$ cat config.mk
export PLATFORM = sky130hd
export DESIGN_NAME = cache_line_arbiter_flat
export DESIGN_NICKNAME = d
export VERILOG_FILES = /design/src/rtl/cache_line_arbiter_if.sv /design/src/rtl/cache_line_arbiter.sv /design/src/flat_wrapper.sv
export SDC_FILE = /design/constraint.sdc
export NUM_CORES = 1
export LEC_CHECK = 0
export ABC_CLOCK_PERIOD_IN_PS = 4000
export BUFFER_PORTS_ARGS = -buffer_cell sky130_fd_sc_hd__clkbuf_2
export CORE_AREA = 3 3 544 546
export CTS_BUF_LIST = sky130_fd_sc_hd__clkbuf_8 sky130_fd_sc_hd__clkbuf_16
export CTS_CLUSTER_DIAMETER = 30
export CTS_CLUSTER_SIZE = 14
export DETAILED_ROUTE_END_ITERATION = 10
export DIE_AREA = 0 0 547 549
export HOLD_SLACK_MARGIN = 0.06
export PLACE_DENSITY = 0.3
export SLEW_MARGIN = 10
export SYNTH_ARGS = -nofsm -noshare
export SYNTH_HDL_FRONTEND = slang
export SYNTH_SLANG_ARGS = --single-unit
export TNS_END_PERCENT = 100
$ cat constraint.sdc
create_clock -name clk -period 4 [get_ports clk]
set_clock_uncertainty 0.2 [all_clocks]
set_input_delay 0.4 -clock clk [delete_from_list [all_inputs] [get_ports clk]]
set_output_delay 0.4 -clock clk [all_outputs]
set_load 0.05 [all_outputs]
$ cat src/rtl/cache_line_arbiter_if.sv
// Bundle of the I-side, D-side and downstream memory signals of cache_line_arbiter.
// The arbiter takes the slave modport; the caches/memory environment takes master.
interface cache_line_arbiter_if #(
    parameter int s_line = 256,
    parameter int s_addr = 32
);
    logic              i_read;
    logic [s_addr-1:0] i_address;
    logic              i_resp;
    logic [s_line-1:0] i_rdata;

    logic              d_read;
    logic              d_write;
    logic [s_addr-1:0] d_address;
    logic [s_line-1:0] d_wdata;
    logic              d_resp;
    logic [s_line-1:0] d_rdata;

    logic              mem_read;
    logic              mem_write;
    logic [s_addr-1:0] mem_address;
    logic [s_line-1:0] mem_wdata;
    logic              mem_resp;
    logic [s_line-1:0] mem_rdata;

    modport slave (
        input  i_read, i_address, d_read, d_write, d_address, d_wdata, mem_resp, mem_rdata,
        output i_resp, i_rdata, d_resp, d_rdata, mem_read, mem_write, mem_address, mem_wdata
    );

    modport master (
        output i_read, i_address, d_read, d_write, d_address, d_wdata, mem_resp, mem_rdata,
        input  i_resp, i_rdata, d_resp, d_rdata, mem_read, mem_write, mem_address, mem_wdata
    );
endinterface

$ cat src/rtl/cache_line_arbiter.sv
// Shares one line-wide memory port between I-cache and D-cache, D write-back chained to its refill.
// CACHE_ARB_ROUND_ROBIN_EN selects round-robin arbitration; default is fixed D-over-I priority.
module cache_line_arbiter #(
    parameter int s_line = 256,
    parameter int s_addr = 32
) (
    input logic           clk,
    input logic           rst_n,
    cache_line_arbiter_if.slave bus
);
    localparam logic [1:0] IDLE    = 2'd0;
    localparam logic [1:0] GRANT_I = 2'd1;
    localparam logic [1:0] GRANT_D = 2'd2;

    logic [1:0]        state;
    logic              wb_chain;
    logic              mem_read_q;
    logic              mem_write_q;
    logic [s_addr-1:0] addr_q;
    logic [s_line-1:0] wdata_q;

    logic i_req;
    logic d_req;
    logic take;
    logic favour_d;
    logic pick_d;

    assign i_req = bus.i_read;
    assign d_req = bus.d_read | bus.d_write;
    assign take  = (state == IDLE) && (i_req || d_req);

`ifdef CACHE_ARB_ROUND_ROBIN_EN
    // ptr_d set means D holds priority on the next contended arbitration.
    logic ptr_d;

    always_ff @(posedge clk or negedge rst_n) begin
        if (!rst_n)
            ptr_d <= 1'b0;
        else if (take)
            ptr_d <= !pick_d;
    end

    assign favour_d = ptr_d;
`else
    assign favour_d = 1'b1;
`endif

    // A pending write-back chain forces D ahead of I so its refill follows immediately.
    assign pick_d = d_req && (!i_req || wb_chain || favour_d);

    always_ff @(posedge clk or negedge rst_n) begin
        if (!rst_n) begin
            state       <= IDLE;
            wb_chain    <= 1'b0;
            mem_read_q  <= 1'b0;
            mem_write_q <= 1'b0;
            addr_q      <= '0;
            wdata_q     <= '0;
        end else begin
            case (state)
                IDLE: begin
                    // Either a grant is taken or nothing (and so no D) requested: chain ends.
                    wb_chain <= 1'b0;
                    if (take) begin
                        state       <= pick_d ? GRANT_D : GRANT_I;
                        mem_write_q <= pick_d & bus.d_write;
                        mem_read_q  <= !(pick_d & bus.d_write);
                        addr_q      <= pick_d ? bus.d_address : bus.i_address;
                        if (pick_d)
                            wdata_q <= bus.d_wdata;
                    end
                end
                GRANT_I, GRANT_D: begin
                    if (bus.mem_resp) begin
                        state       <= IDLE;
                        mem_read_q  <= 1'b0;
                        mem_write_q <= 1'b0;
                        wb_chain    <= (state == GRANT_D) & mem_write_q;
                    end
                end
                default: state <= IDLE;
            endcase
        end
    end

    assign bus.mem_read    = mem_read_q;
    assign bus.mem_write   = mem_write_q;
    assign bus.mem_address = addr_q;
    assign bus.mem_wdata   = wdata_q;

    assign bus.i_resp  = (state == GRANT_I) & bus.mem_resp;
    assign bus.d_resp  = (state == GRANT_D) & bus.mem_resp;
    assign bus.i_rdata = bus.mem_rdata;
    assign bus.d_rdata = bus.mem_rdata;
endmodule

$ cat src/flat_wrapper.sv
// flat-port wrapper written by rule: the top's interface ports become plain ports
module cache_line_arbiter_flat 
#(
    parameter int s_line = 256,
    parameter int s_addr = 32
)
  (clk, rst_n, bus_i_read, bus_i_address, bus_d_read, bus_d_write, bus_d_address, bus_d_wdata, bus_mem_resp, bus_mem_rdata, bus_i_resp, bus_i_rdata, bus_d_resp, bus_d_rdata, bus_mem_read, bus_mem_write, bus_mem_address, bus_mem_wdata);
  cache_line_arbiter_if #(.s_line(s_line), .s_addr(s_addr)) bus_i ();
  input logic clk;
  input logic rst_n;
  input wire logic [$bits(bus_i.i_read)-1:0] bus_i_read;
  input wire logic [$bits(bus_i.i_address)-1:0] bus_i_address;
  input wire logic [$bits(bus_i.d_read)-1:0] bus_d_read;
  input wire logic [$bits(bus_i.d_write)-1:0] bus_d_write;
  input wire logic [$bits(bus_i.d_address)-1:0] bus_d_address;
  input wire logic [$bits(bus_i.d_wdata)-1:0] bus_d_wdata;
  input wire logic [$bits(bus_i.mem_resp)-1:0] bus_mem_resp;
  input wire logic [$bits(bus_i.mem_rdata)-1:0] bus_mem_rdata;
  output wire logic [$bits(bus_i.i_resp)-1:0] bus_i_resp;
  output wire logic [$bits(bus_i.i_rdata)-1:0] bus_i_rdata;
  output wire logic [$bits(bus_i.d_resp)-1:0] bus_d_resp;
  output wire logic [$bits(bus_i.d_rdata)-1:0] bus_d_rdata;
  output wire logic [$bits(bus_i.mem_read)-1:0] bus_mem_read;
  output wire logic [$bits(bus_i.mem_write)-1:0] bus_mem_write;
  output wire logic [$bits(bus_i.mem_address)-1:0] bus_mem_address;
  output wire logic [$bits(bus_i.mem_wdata)-1:0] bus_mem_wdata;
  assign bus_i.i_read = bus_i_read;
  assign bus_i.i_address = bus_i_address;
  assign bus_i.d_read = bus_d_read;
  assign bus_i.d_write = bus_d_write;
  assign bus_i.d_address = bus_d_address;
  assign bus_i.d_wdata = bus_d_wdata;
  assign bus_i.mem_resp = bus_mem_resp;
  assign bus_i.mem_rdata = bus_mem_rdata;
  assign bus_i_resp = bus_i.i_resp;
  assign bus_i_rdata = bus_i.i_rdata;
  assign bus_d_resp = bus_i.d_resp;
  assign bus_d_rdata = bus_i.d_rdata;
  assign bus_mem_read = bus_i.mem_read;
  assign bus_mem_write = bus_i.mem_write;
  assign bus_mem_address = bus_i.mem_address;
  assign bus_mem_wdata = bus_i.mem_wdata;
  cache_line_arbiter #(.s_line(s_line), .s_addr(s_addr)) u_core (.clk(clk), .rst_n(rst_n), .bus(bus_i));
endmodule
==> impl_metrics.env <==
export IMPL_status="complete, no violations"
export IMPL_hold_viol=0
export IMPL_rows=198
export IMPL_wire_per_inst_um=18.9
export IMPL_portBuffers=617
export IMPL_synth_seq_area_share=0.447
export IMPL_clk_pin_slew_ps=40
export IMPL_synth_flop_cell="dfrtp_1"
export IMPL_grt_pass1_vias=12050
export IMPL_routed_wl_um=108000
export IMPL_seq_power_share=0.216
export IMPL_route_detailed_drc=0
export IMPL_netlist_instances=1222
export IMPL_ctsLongestPathBuffers=3
export IMPL_cp_start_kind="primary input"
export IMPL_ant_nets=0
export IMPL_syn_area_per_cell_sq_um=13.4
export IMPL_ir_drop_mv=0.610
export IMPL_power_net_switching_mw=12.1
export IMPL_hold_path_class="in2async"
export IMPL_cp_data_required_time_ps=4290
export IMPL_cts_buffers=88
export IMPL_fmax_mhz=355
export IMPL_num_vias=10964
export IMPL_syn_area_sq_um=16400
export IMPL_crit_top_cell="dlygate4sd3_1"
export IMPL_cp_arrival_ps=3110
export IMPL_cts_tree="done"
export IMPL_grt_overflow=0
export IMPL_drv_cap=0
export IMPL_synth_cell_types=25
export IMPL_nFillCells=33595
export IMPL_period_needed_ps=2810
export IMPL_drv_slew=0
export IMPL_nets=2310
export IMPL_crit_fanout=25
export IMPL_worst_slew_pin_slew_ps=884
export IMPL_ys_warn_count=0
export IMPL_clock_sinks=292
export IMPL_setup_tns_ps=0
export IMPL_chipHeight_um=549
export IMPL_ioPinCount=1386
export IMPL_synth_net_count=1807
export IMPL_pre_cts_ws_ps=1540
export IMPL_setup_violations_final=0
export IMPL_start_util=0.0562
export IMPL_h_tree_depth=3
export IMPL_final_common_cell="clkbuf_2"
export IMPL_mostFrequentLayoutCells="clkbuf_2, dlygate4sd3_1, dfrtp_1"
export IMPL_clk_latency_ps=640
export IMPL_critPathBufInv=4
export IMPL_die_area_sq_um=300000
export IMPL_setup_worst_path_end_class="register"
export IMPL_drtPass1Iterations=5
export IMPL_ctsHoldBuffers=325
export IMPL_fp_dieW_um=547
export IMPL_track_usage=0.0690
export IMPL_critPathTopFamily="buffers and inverters"
export IMPL_cpPeakStageDelay_ps=720
export IMPL_async_flop_share=1.00
export IMPL_drive_gt1_frac=0.584
export IMPL_cts_repair_resized=0
export IMPL_final_util=0.0912
export IMPL_antenna_found_initial=15
export IMPL_root_buffer="clkbuf_16"
export IMPL_p_per_area_nw_per_um2=971
export IMPL_p_leak_nw=11.6
export IMPL_switching_share=0.471
export IMPL_slew_headroom=0.409
export IMPL_via_per_inst=1.92
export IMPL_yosys_register_bits=292
export IMPL_drt_iter0_drc=601
export IMPL_p_comb_frac=0.501
export IMPL_dp_hpwl_um=94100
export IMPL_grt_max_degree=88
export IMPL_area_growth_pct=62.3
export IMPL_crit_type="in2reg"
export IMPL_coreArea_sq_um=291000
export IMPL_grt_pass1_wl_um=136000
export IMPL_cpMaxStageDelayCell="nor2_4"
export IMPL_post_route_period_util=0.703
export IMPL_crit_chain="dlygate4sd3_1 -> clkbuf_2 -> nor2_4 -> buf_4 -> mux2i_1 -> dlygate4sd3_1 -> o21ai_0"
export IMPL_p_int_mw=13.6
export IMPL_place_gp_congestion=0.854
export IMPL_synth_edf_count=0
export IMPL_rsz0062_at_grt="no"
export IMPL_postCtsSetupRepairBufs=0
export IMPL_final_critical_path_setup_slack_ps=1190
export IMPL_clkPwrFrac=0.283
layout make-up:
type	instances	area, sq um	share of cell area
flip-flops and latches	292	7310	0.275
well taps	3900	4880	0.184
diodes	4	10.0	0.000377
multi-input cells	374	4580	0.172
clock buffers	114	2580	0.0973
clock inverters	50	582	0.0219
inverters	4	15.0	0.000566
repair buffers	965	6590	0.248
synth_stat cells (3+ instances only):
cell type | instances | share of area
inv_1 | 4 | 0.00092
mux2_2 | 16 | 0.011
o21ai_0 | 34 | 0.010
nand2_1 | 34 | 0.0078
buf_4 | 516 | 0.24
buf_12 | 26 | 0.032
ha_1 | 3 | 0.0023
mux2_4 | 240 | 0.22
buf_2 | 5 | 0.0015
dfrtp_1 | 292 | 0.45
mux2i_1 | 33 | 0.020
cell families (layout without fill, tap and decap cells):
logic type                 Yosys count  count (layout)  synth area share
buffers and inverters              556            1133             0.273
and+or+nand+nor                     41              41            0.0109
other                                0               4                 0
adders and majority gates            3               3           0.00230
AOI/OAI and AO/OA                   41              41            0.0151
DFF                                292             292             0.447
muxes                              289             289             0.252
state kept, by name, summed over array words and instances (netlist names):
| signal | cells |
|---|---|
| u_core.bus.mem_read | 1 |
| u_core.bus.mem_wdata | 256 |
| u_core.state | 2 |
| u_core.bus.mem_address | 32 |
| u_core.bus.mem_write | 1 |
power by group through the flow:
stage,Sequential [mW],Clock [mW],Combinational (mW)
2_1_floorplan,10.6,0,5.61
3_3_place_gp,5.62,0,12.9
3_5_place_dp,5.63,0,12.9
4_1_cts,5.61,7.51,13.3
5_1_grt,5.78,7.68,13.6
6_report,5.57,7.30,12.9
metal layers:
| metal | GRT usage | part of all wire | routed length, um | up-vias |
|---|---|---|---|---|
| met3 | 0.0588 | 0.19 | 20400 | 248 |
| met2 | 0.112 | 0.46 | 49900 | 1067 |
| met1 | 0.0604 | 0.30 | 32700 | 5060 |
| met4 | 0.0305 | 0.045 | 4840 | 2 |
| li1 | - | - | - | 4587 |
| met5 | 0.00412 | 0.0016 | 175 | - |
stage by stage:
step           hold slack (ps)  instance area, sq um  total power, mW  cells
2_1_floorplan            -95.6                 16400             16.2   1222
3_3_place_gp               270                 20100             18.6   5210
3_5_place_dp               274                 20100             18.6   5210
4_1_cts                    140                 26500             26.4   5699
5_1_grt                    184                 26500             27.1   5700
6_report                   182                 26500             25.8   5703
worst paths after layout:
path | from | end | slack, ps | cells after the start
max | bus_d_write | u_core.bus.mem_address[19] | 1190 | 7
min | rst_n | u_core.bus.mem_wdata[205] | 180 | 2
max in group asynchronous | rst_n | u_core.bus.mem_wdata[96] | 2410 | 3
min in group clk | bus_d_read | u_core.state[0] | 220 | 4
max reg2reg | u_core.state[1] | u_core.bus.mem_wdata[148] | 1510 | 6
min reg2reg | u_core.bus.mem_address[11] | u_core.bus.mem_address[11] | 280 | 2
No activity file was read; power rests on OpenSTA's default activity.
